===== config.mk =====
export PLATFORM = sky130hd
export DESIGN_NAME = bin2bcd_scan7seg
export DESIGN_NICKNAME = d
export VERILOG_FILES = /design/src/rtl/seg7_pkg.sv /design/src/rtl/seg7_decode.sv /design/src/rtl/bin2bcd_scan7seg.sv
export SDC_FILE = /design/constraint.sdc
export NUM_CORES = 1
export LEC_CHECK = 0
export ABC_AREA = 1
export BUFFER_PORTS_ARGS = -buffer_cell sky130_fd_sc_hd__buf_2
export CAP_MARGIN = 20
export CORE_MARGIN = 3
export CORE_UTILIZATION = 62
export CTS_CLUSTER_DIAMETER = 30
export DETAILED_ROUTE_END_ITERATION = 7
export PLACE_DENSITY = 0.84
export SYNTH_ARGS = -nofsm -noshare
export SYNTH_HDL_FRONTEND = slang
export SYNTH_SLANG_ARGS = --single-unit

===== constraint.sdc =====
create_clock -name clk -period 4 [get_ports clk]
set_input_delay 0.6 -clock clk [delete_from_list [all_inputs] [get_ports clk]]
set_output_delay 0.6 -clock clk [all_outputs]
set_load 0.005 [all_outputs]

===== src/rtl/seg7_pkg.sv =====
// Shared constants for the binary-to-BCD scanned 7-segment display: segment
// patterns (g..a, active-low), nibble width, FSM state type, digit-count helper.
package seg7_pkg;

  localparam int BCD_W = 4;

  localparam logic [6:0] SEG_0     = 7'b1000000;
  localparam logic [6:0] SEG_1     = 7'b1111001;
  localparam logic [6:0] SEG_2     = 7'b0100100;
  localparam logic [6:0] SEG_3     = 7'b0110000;
  localparam logic [6:0] SEG_4     = 7'b0011001;
  localparam logic [6:0] SEG_5     = 7'b0010010;
  localparam logic [6:0] SEG_6     = 7'b0000010;
  localparam logic [6:0] SEG_7     = 7'b1111000;
  localparam logic [6:0] SEG_8     = 7'b0000000;
  localparam logic [6:0] SEG_9     = 7'b0010000;
  localparam logic [6:0] SEG_BLANK = 7'b1111111;

  typedef enum logic [1:0] {
    S_IDLE,
    S_SHIFT,
    S_DONE
  } state_t;

  // Decimal digits needed for 2^w-1, i.e. ceil(w*log10(2)) in fixed point.
  function automatic int min_digits(input int w);
    return (w * 30103 + 99999) / 100000;
  endfunction

endpackage


===== src/rtl/seg7_decode.sv =====
// Combinational BCD nibble to active-low 7-segment pattern; non-decimal codes blank.
module seg7_decode
  import seg7_pkg::*;
(
  input  logic [BCD_W-1:0] i_nibble,
  output logic [6:0]       o_seg
);

  // NOTE: a default arm on every combinational case keeps the output fully
  // assigned on every path, so no latch is inferred.
  always_comb begin
    unique case (i_nibble)
      4'd0:    o_seg = SEG_0;
      4'd1:    o_seg = SEG_1;
      4'd2:    o_seg = SEG_2;
      4'd3:    o_seg = SEG_3;
      4'd4:    o_seg = SEG_4;
      4'd5:    o_seg = SEG_5;
      4'd6:    o_seg = SEG_6;
      4'd7:    o_seg = SEG_7;
      4'd8:    o_seg = SEG_8;
      4'd9:    o_seg = SEG_9;
      default: o_seg = SEG_BLANK;
    endcase
  end

endmodule


===== src/rtl/bin2bcd_scan7seg.sv =====
// Sequential double-dabble binary-to-BCD converter with a multiplexed 7-segment scanner.
// Optional macro LEADING_ZERO_BLANK_EN blanks digits above the most-significant nonzero one.
module bin2bcd_scan7seg
  import seg7_pkg::*;
#(
  parameter int WIDTH    = 8,
  parameter int DIGITS   = 3,
  parameter int SCAN_DIV = 1000
) (
  input  logic                      clk,
  input  logic                      rst_n,
  input  logic                      in_valid,
  output logic                      in_ready,
  input  logic [WIDTH-1:0]          in_data,
  output logic                      out_valid,
  output logic [BCD_W*DIGITS-1:0]   bcd,
  output logic [6:0]                seg,
  output logic [DIGITS-1:0]         an
);

  localparam int BW    = BCD_W * DIGITS;
  localparam int CNT_W = $clog2(WIDTH + 1);
  localparam int PRE_W = (SCAN_DIV > 1) ? $clog2(SCAN_DIV) : 1;
  localparam int IDX_W = (DIGITS > 1) ? $clog2(DIGITS) : 1;

  if (DIGITS < min_digits(WIDTH)) begin : g_digits_check
    $error("bin2bcd_scan7seg: DIGITS too small for WIDTH");
  end

  state_t             r_state;
  logic               r_in_ready;
  logic               r_out_valid;
  logic [BW-1:0]      r_bcd;
  logic [BW-1:0]      r_scratch;
  logic [WIDTH-1:0]   r_shift;
  logic [CNT_W-1:0]   r_cnt;
  logic [PRE_W-1:0]   r_pre;
  logic [IDX_W-1:0]   r_idx;
  logic [6:0]         r_seg;
  logic [DIGITS-1:0]  r_an;

  logic [BW-1:0]      w_adj;
  logic [BW-1:0]      w_bcd_next;
  logic [IDX_W-1:0]   w_idx_next;
  logic               w_pre_tc;
  logic [BCD_W-1:0]   w_nib;
  logic [6:0]         w_seg_dec;
  logic [6:0]         w_seg_next;

  always_comb begin
    w_adj = r_scratch;
    for (int i = 0; i < DIGITS; i++) begin
      if (r_scratch[i*BCD_W +: BCD_W] >= 4'd5)
        w_adj[i*BCD_W +: BCD_W] = r_scratch[i*BCD_W +: BCD_W] + 4'd3;
    end
  end

  // NOTE: every register below uses non-blocking assignment so all state
  // updates see pre-edge values, independent of statement order.
  always_ff @(posedge clk or negedge rst_n) begin
    if (!rst_n) begin
      r_state     <= S_IDLE;
      r_in_ready  <= 1'b1;
      r_out_valid <= 1'b0;
      r_bcd       <= '0;
      r_scratch   <= '0;
      r_shift     <= '0;
      r_cnt       <= '0;
    end else begin
      r_out_valid <= 1'b0;
      unique case (r_state)
        S_IDLE: begin
          if (in_valid) begin
            r_shift    <= in_data;
            r_scratch  <= '0;
            r_cnt      <= CNT_W'(WIDTH);
            r_in_ready <= 1'b0;
            r_state    <= S_SHIFT;
          end
        end
        S_SHIFT: begin
          r_scratch <= {w_adj[BW-2:0], r_shift[WIDTH-1]};
          r_shift   <= r_shift << 1;
          r_cnt     <= r_cnt - CNT_W'(1);
          if (r_cnt == CNT_W'(1)) r_state <= S_DONE;
        end
        S_DONE: begin
          r_bcd       <= r_scratch;
          r_out_valid <= 1'b1;
          r_in_ready  <= 1'b1;
          r_state     <= S_IDLE;
        end
        default: begin
          r_in_ready <= 1'b1;
          r_state    <= S_IDLE;
        end
      endcase
    end
  end

  // seg/an are registered from next-state values so they track r_idx and r_bcd
  // on the same edge.
  assign w_bcd_next = (r_state == S_DONE) ? r_scratch : r_bcd;
  assign w_pre_tc   = (r_pre == PRE_W'(SCAN_DIV - 1));
  assign w_idx_next = !w_pre_tc                    ? r_idx :
                      (r_idx == IDX_W'(DIGITS - 1)) ? '0    : r_idx + IDX_W'(1);
  assign w_nib      = w_bcd_next[int'(w_idx_next)*BCD_W +: BCD_W];

  seg7_decode u_decode (
    .i_nibble (w_nib),
    .o_seg    (w_seg_dec)
  );

`ifdef LEADING_ZERO_BLANK_EN
  assign w_seg_next = ((w_idx_next != '0) &&
                       ((w_bcd_next >> (BCD_W * int'(w_idx_next))) == '0))
                      ? SEG_BLANK : w_seg_dec;
`else
  assign w_seg_next = w_seg_dec;
`endif

  always_ff @(posedge clk or negedge rst_n) begin
    if (!rst_n) begin
      r_pre <= '0;
      r_idx <= '0;
      r_seg <= SEG_0;
      r_an  <= ~DIGITS'(1);
    end else begin
      r_pre <= w_pre_tc ? '0 : r_pre + PRE_W'(1);
      r_idx <= w_idx_next;
      r_seg <= w_seg_next;
      r_an  <= ~(DIGITS'(1) << w_idx_next);
    end
  end

  assign in_ready  = r_in_ready;
  assign out_valid = r_out_valid;
  assign bcd       = r_bcd;
  assign seg       = r_seg;
  assign an        = r_an;

endmodule


# [Yosys cells after proc, flatten, opt, wreduce, memory -nomap -nowiden]
# Memory sizes are Yosys's and may differ from the RTL's. A register that Yosys moved wholly into a read port is not among the register bits.
# Index checks and enable logic that the tools add are counted.
[word_totals] register_bits=55 mem_bits_ro=112 input_bits=11 wordCells=56 mem_count=1
[classes] addsub=6 n_lt_le_gt_ge=3 eq_ne=7 shifts=2 mux=19 bitwise_logic=2 n_reduce_logical=6
[mem_list] memory="(name not given)" depth=16 width=7 read_ports=1 rd_clocked_by_memory_dff=1 wr=0 line_no="seg7_decode.sv:12" rtl="unique case (i_nibble)"
[ops] operator="$mux W12" n=2
[ops] operator="$pmux W12 S2" n=1
[ops] operator="$pmux W8 S2" n=1
[ops] operator="$ge A4 B3 Y1 const B" n=3
[ops] operator="$mux W4" n=3
[ops] operator="$shiftx A12 B5 Y4" n=1
[ops] operator="$add A10 B1 Y10 const B" n=1
[ops] operator="$eq A10 B10 Y1 const B" n=1
[ops] operator="$mux W10" n=1
[ops] operator="$add A4 B2 Y4 const B" n=2
[ops] operator="$mux W2" n=4
[ops] operator="$mux W8" n=1
[ops] operator="$pmux W4 S2" n=1
[ops] operator="$reduce_and A2 Y1" n=3
[ops] operator="$eq A2 B2 Y1 const B" n=2
[ops] operator="$eq A4 B1 Y1 const B" n=1
[ops] operator="$ne A2 B2 Y1 const B" n=2
[ops] operator="$pmux W2 S2" n=1
[ops] operator="$sub A4 B1 Y4 const B" n=1
[ops] operator="$add A3 B2 Y3 const B" n=1
[ops] operator="$mux W3" n=1
[ops] operator="$not A3 Y3" n=1
[ops] operator="$shl A1 B2 Y3 const A" n=1
[ops] operator="$add A2 B1 Y2 const B" n=1
[ops] operator="7 further kinds" n=8

# [Longest topological paths before layout]
# Gate-level depths: netlist (run 1).
[logic_depth] depth_word=5 ltp_mapped=15

# [Cells and area by module]
# From an unflattened synthesis (run 1), not the netlist that was laid out.
[unflattened] cells_unflattened=341 hier_area_um2=2991.6
[modules_own_cells] module="bin2bcd_scan7seg" n_inst=1 cells_each=306 area_each_um2=2803.9 seq_area_each_um2=1556.5
[modules_own_cells] module="seg7_decode" n_inst=1 cells_each=35 area_each_um2=187.7 seq_area_each_um2=0.0

# [Worst setup path after synthesis (run 1)]
# No wires, ideal clock.
[synth_timing] path_kind="flip-flop to flip-flop" from="reg r_pre[0]" to="reg r_seg[3], in the netlist seg[3]" arrival_ns=1.915 required_time_ns=3.878 path_slack_ns=1.962 path_stages_with_launch=15 synth_period_minus_slack_ns=2.038 path_cell_list="dfrtp_1 ha_1 nand2_1 nor2_4 nand3_4 nand2_2 nand2_4 nor2_4 nand2_1 nand3_2 inv_1 ha_1 nand2_1 nand3_1 nand2_1"
[synth_between] elab_chain_cells=3
[synth_rtl] element="start: declaration" line_no="bin2bcd_scan7seg.sv:37" rtl="logic [PRE_W-1:0] r_pre;"
[synth_rtl] element="start signal: assignment" line_no="bin2bcd_scan7seg.sv:129" rtl="r_pre <= w_pre_tc ? '0 : r_pre + PRE_W'(1);"
[synth_rtl] element="$eq A10 B10 Y1" line_no="bin2bcd_scan7seg.sv:104" rtl="assign w_pre_tc = (r_pre == PRE_W'(SCAN_DIV - 1));"
[synth_rtl] element="$mux W2" line_no="bin2bcd_scan7seg.sv:105" rtl="assign w_idx_next = !w_pre_tc ? r_idx :"
[synth_rtl] element="$shiftx A12 B5 Y4" line_no="bin2bcd_scan7seg.sv:107" rtl="assign w_nib = w_bcd_next[int'(w_idx_next)*BCD_W +: BCD_W];"
[synth_rtl] element="end: declaration" line_no="bin2bcd_scan7seg.sv:39" rtl="logic [6:0] r_seg;"
# Every way passes these cells.
# A chain may end at the register's enable or synchronous reset.

# [Worst setup path after layout (run 1)]
# Same ends and word-level chain as after synthesis.

==> results of run 1 <==
## logic make-up after synthesis
| logic type | count (synthesis) | synth area share, % |
|---|---|---|
| buffers and inverters | 57 | 7.23 |
| adder cells (fa/ha/maj) | 14 | 5.68 |
| AND/OR/NAND/NOR | 150 | 24.9 |
| flip-flops | 62 | 50.5 |
| AO/OA/AOI/OAI | 55 | 10.6 |
| XOR/XNOR | 4 | 1.14 |
## cell type report
type / instances / area share [%]
Timing Repair Buffer: 36 / 5.21
Tap cell: 67 / 2.36
Sequential cell: 62 / 43.8
Multi-Input combinational cell: 223 / 36.7
Inverter: 53 / 5.60
Clock buffer: 11 / 3.98
Clock inverter: 5 / 2.33
## power by group
part	internal (mW)	total (mW)	switching [mW]
Clock	0.369	0.622	0.253
Sequential	0.844	0.962	0.118
Combinational	0.368	1.01	0.637
## sequential cells by signal, summed over array words and instances, names as in the netlist
register	cells
an	3
bcd	12
in_ready	1
out_valid	1
r_cnt	4
r_idx	2
r_pre	10
r_scratch	12
r_shift	8
r_state	2
seg	7
## per-layer routing
metal  global-route usage, %  vias to the layer above  part of all wire, %
li1                        -                     1196                    -
met1                    31.5                     1141                   43
met2                    39.1                       81                   49
met3                    6.97                       13                  5.4
met4                    10.9                        0                  2.2
met5                       0                        -                    0
## synth_stat cells
cell type and count:
nand2_1 68, dfrtp_1 58, inv_1 52, o21ai_0 31, nand3_1 26, nor2_1 20, ha_1 14, nand2_2 9
a21oi_1 6, a22oi_1 6, nand3_2 5, nor2_2 5, o22ai_1 5, dfstp_2 4, nor2_4 4, nor3_1 4
xor2_1 4, a31oi_1 2, buf_4 2, nand2_4 2, nand3_4 2, o32ai_1 2, or2_2 2, a32o_1 1
buf_2 1, clkbuf_1 1, inv_2 1, nand3b_1 1, nand3b_4 1, o211ai_1 1, o21ai_4 1, or2_1 1
## placed cells by master (no fill, tap or decap)
cell type / instances
a21oi_1: 6
a22oi_1: 6
a31oi_1: 2
a32o_1: 1
buf_2: 34
buf_4: 2
bufinv_16: 2
clkbuf_1: 1
clkbuf_8: 10
clkinv_2: 1
clkinv_4: 2
dfrtp_1: 58
dfstp_2: 4
ha_1: 14
inv_1: 52
inv_2: 1
nand2_1: 68
nand2_2: 9
nand2_4: 2
nand3_1: 26
nand3_2: 5
nand3_4: 2
nand3b_1: 1
nand3b_4: 1
nor2_1: 20
nor2_2: 5
nor2_4: 4
nor3_1: 4
o211ai_1: 1
o21ai_0: 31
o21ai_4: 1
o22ai_1: 5
o32ai_1: 2
or2_1: 1
or2_2: 2
xor2_1: 4
## path summary, 6_finish.rpt
path	startpoint	end	slack, ps	cells past startpoint
worst max-delay path	r_pre[0]	seg[3]	1730	14
worst min-delay path	rst_n	r_pre[4]	370	1
worst max register to register	r_pre[0]	seg[3]	1730	14
worst min register to register	r_pre[0]	r_pre[0]	470	1
max in group asynchronous	rst_n	an[1]	2770	2
min in group clk	in_data[1]	r_shift[1]	460	3
==> results.cfg, run 1 <==
[drt]
drt_wl_total_um = 6400
wl_per_cell_um = 14.0
ant_nets = 0
drc = 0
drt_iter0_markers = 201
drt_first_pass_iters = 4
vias_per_cell = 5.32
num_vias = 2431

[timing]
setup_viol = 0
setup_ws_ps = 1730
hold_violations = 0
finalClockSkew_ps = 13.9
fin_hold_ws_ps = 368
rsz0062_at_grt = no
max_freq_mhz = 441
maxSlewViolCount = 0
period_minus_slack_ps = 2270
tightest_slew_ps = 887
timing.final.crit_share_pct = 56.7
slew_headroom_pct = 40.8
tns_ps = 0

[critical_path]
cp.arrival_ps = 2500
slowest_delay_ps = 380
critPathCaptureType = register
cp-start-kind = register
required_ps = 4230
critPathKind = reg2reg
crit_buf_inv = 1
crit_top_cell = nand2_1
critPathMaxFanout = 8
worst_path_max_delay_cell = dfrtp_1
crit_family = simple AND/OR/NAND/NOR gates
cp_cell_sequence = ha_1 > nand2_1 > nor2_4 > nand3_4 > nand2_2 > nand2_4 > nor2_4 > nand2_1 > nand3_2 > inv_1 > ha_1 > nand2_1 > nand3_1 > nand2_1

[synth]
yosysTopAreaCell = dfrtp_1
syn_area_per_cell_um2 = 9.01
yosys_warnings = 0
synth_area_leaders = dfrtp_1, nand2_1, inv_1
synth_top_area_share_pct = 47.1
ys_types = 32
ys_seq_area_share_pct = 50.5
synthCells = 342
ys_ff_latch = 62
syn-num-nets = 367
syn_area_um2 = 3080

[pwr]
vdd_drop_max_mv = 0.456
total_power_mw = 2.59
p_leak_nw = 1.91
power_density_nw_per_um2 = 729

[clock_network]
cts-resized-gates = 0
cts_buffer_depth = 2
cts_sinks = 62
clk_pin_slew_worst_paths_ps = 70
htreeDepth = 3
cts_made_buffers = 9
cts_tree = yes
worstSkewPairLatency_ps = 350
cts_root_buf = clkbuf_8
postCtsSetupRepairBufs = 0
cts_hold_buf = 0

[die]
core.rowCount = 25
die_area_um2 = 5850
start_util_pct = 64.8
io_pins = 35
dieWidth_um = 76.5
core-area_um2 = 4750
die_h_um = 76.5

[global_route]
track_usage_pct = 24.6
grt_pass1_wl_um = 11200
grt_pass1_vias = 2362
overflow = 0
grt_max_degree = 42
antenna_found_initial = 0

[layout]
multiInputGateArea_um2 = 1300
nNetsFinal = 410
stdcell_count = 457
drive_gt1_share_pct = 22.3
register_area_um2 = 1560
antenna_cells = 0
utilization_pct = 74.7
final_cell_area_um2 = 3550
fill_cells = 349
syn2layout_area_growth_pct = 15.2

[place]
place_congestion = 0.849
io_buffer_count = 34
numPlacedInstances = 441
placed_area_um2 = 3330
pre_cts_slack_ps = 1760
post-dp-hpwl_um = 4460

[outcome]
outcome = complete, no violations

[worst_hold_path]
hold_class = in2async

[run]
drv_cap = 0
No activity file was read; power rests on OpenSTA's default activity.
==> run 2, diff against run 1 <==
--- a/config.mk
+++ b/config.mk
@@ -9,10 +9,10 @@
 export BUFFER_PORTS_ARGS = -buffer_cell sky130_fd_sc_hd__buf_2
 export CAP_MARGIN = 20
 export CORE_MARGIN = 3
-export CORE_UTILIZATION = 62
+export CORE_UTILIZATION = 58
 export CTS_CLUSTER_DIAMETER = 30
 export DETAILED_ROUTE_END_ITERATION = 7
-export PLACE_DENSITY = 0.84
+export PLACE_DENSITY = 0.79
 export SYNTH_ARGS = -nofsm -noshare
 export SYNTH_HDL_FRONTEND = slang
 export SYNTH_SLANG_ARGS = --single-unit
==> constraint.sdc (replaced) <==
create_clock -name clk -period 2.3 [get_ports clk]
set_input_delay 0.345 -clock clk [delete_from_list [all_inputs] [get_ports clk]]
set_output_delay 0.345 -clock clk [all_outputs]
set_load 0.005 [all_outputs]
==> run 2 against run 1 <==
  * Worst hold slack got worse by 360 ps
  * Die area increased by 6.3%
  * Combinational power increased by 74%
  * Global-route usage decreased by 1.7 points
  * Flip-flop and latch count unchanged
  * Highest routed layer unchanged
==> results.cfg, run 2 (same netlist as run 1, synthesis figures left out) <==
[global_route]
track_usage_pct = 22.9
busiest_layer = met2
overflow = 0
antenna_found_initial = 0
grt_max_degree = 37
grt_use_met2_pct = 36.8
grt_util_met1_pct = 30.2
grt_pass1_vias = 2344
use_met3_pct = 4.31
grt_pass1_wl_um = 11000

[timing]
hold_violations = 0
period_minus_slack_ps = 2140
tns_ps = 0
maxSlewViolCount = 0
timing.final.crit_share_pct = 92.9
max_freq_mhz = 468
tightest_slew_ps = 605
slew_headroom_pct = 59.7
finalClockSkew_ps = 3.56
setup_viol = 0

[critical_path]
cp-start-kind = register
worst_r2r_path_depth = 15
critPathCaptureType = register
critPathMaxFanout = 7
critPathKind = reg2reg
required_ps = 2520
reg2reg_to = seg[3]
reg2reg_from = r_pre[0]
rrSetupSlack_ps = 160
cp.arrival_ps = 2360

[place]
io_buffer_count = 34
place_congestion = 0.883
numPlacedInstances = 445
post-dp-hpwl_um = 4540
placed_area_um2 = 3370

[clock_network]
cts_sinks = 62
htreeDepth = 3
cts_buffer_depth = 2
cts_made_buffers = 9
clk_pin_slew_worst_paths_ps = 60
cts_tree = yes
cts_hold_buf = 0
cts_root_buf = clkbuf_8
worstSkewPairLatency_ps = 340

[layout]
final_common_cell = nand2_1
nNetsFinal = 421
drive_gt1_share_pct = 25.4
mostFrequentLayoutCells = nand2_1, dfrtp_1, inv_1, buf_2, o21ai_0
final_cell_area_um2 = 3640
antenna_cells = 0
fill_cells = 347
utilization_pct = 74.1
syn2layout_area_growth_pct = 18.0
stdcell_count = 468

[worst_hold_path]
hold_class = in2async

[drt]
num_vias = 2469
drt_wl_total_um = 6390
drc = 0
wl_per_cell_um = 13.7
ant_nets = 0
drt_iter0_markers = 147
vias_per_cell = 5.28
drt_first_pass_iters = 4

[outcome]
outcome = complete, no violations

[die]
die_h_um = 78.9
die_area_um2 = 6220
io_pins = 35
core.rowCount = 25
start_util_pct = 62.8
dieWidth_um = 78.9
core-area_um2 = 4910

[pwr]
total_power_mw = 4.31
power_density_nw_per_um2 = 1190
p_leak_nw = 1.95
vdd_drop_max_mv = 0.897

[run]
drv_cap = 0
[run 2: report_power, final]
part | internal (mW) | switching [mW] | leakage, nW | total (mW)
Clock | 0.482 | 0.392 | 0.0910 | 0.874
Combinational | 0.676 | 1.09 | 1.08 | 1.76
Sequential | 1.47 | 0.205 | 0.775 | 1.67
Total | 2.63 | 1.69 | 1.95 | 4.31
[run 2: layer usage]
metal  up-vias  wire (µm)
met5         -          0
met4         0        140
met3        15        335
met2        80       3140
met1      1161       2780
li1       1213          -
[run 2: worst max-delay path by stage]
| stage | startpoint | endpoint | slack [ps] | cells after the start |
|---|---|---|---|---|
| 6_report | r_pre[0] | seg[3] | 160 | 15 |
| 4_1_cts | r_pre[0] | seg[3] | 30 | 15 |
| 3_5_place_dp | r_pre[0] | seg[3] | 70 | 15 |
| 2_1_floorplan | r_pre[0] | seg[3] | 260 | 14 |
| 5_1_grt | r_pre[0] | seg[0] | -20 | 15 |
| 3_3_place_gp | r_pre[0] | seg[5] | 200 | 15 |
[run 2: what timing repair did]
item / in CTS / in global routing
setup buffers: 0 / 7
gates resized for setup: 0 / 10
setup endpoints to repair: 0 / 6
endpoints found under the hold margin: 0 / 0
[run 2: through the flow]
stage	hold WS [ps]	worst slack, ps
2_1_floorplan	49.4	262
3_3_place_gp	381	202
3_5_place_dp	382	67.3
4_1_cts	20.4	30.4
5_1_grt	53.3	-22.8
6_report	6.69	163
[run 2: area by class of cell]
class,count,area [µm²],share of cell area (%)
sequential,62,1560,42.8
inverter,53,199,5.47
multi-input combinational,223,1340,36.8
clock buffer,16,180,4.95
tap,67,83.8,2.30
timing repair buffer,47,280,7.71
[run 2: worst max-delay path, stage by stage (launching register included)]
cell	delay (ps)
dfrtp_1	370
ha_2	210
nand2_2	80
nor2_4	140
nand3_4	150
nand2_2	110
nand2_2	100
nand3_1	110
nand2_2	80
nor2_4	150
inv_1	80
ha_1	180
inv_1	50
nand2_1	70
nand3_2	70
nand2_1	50
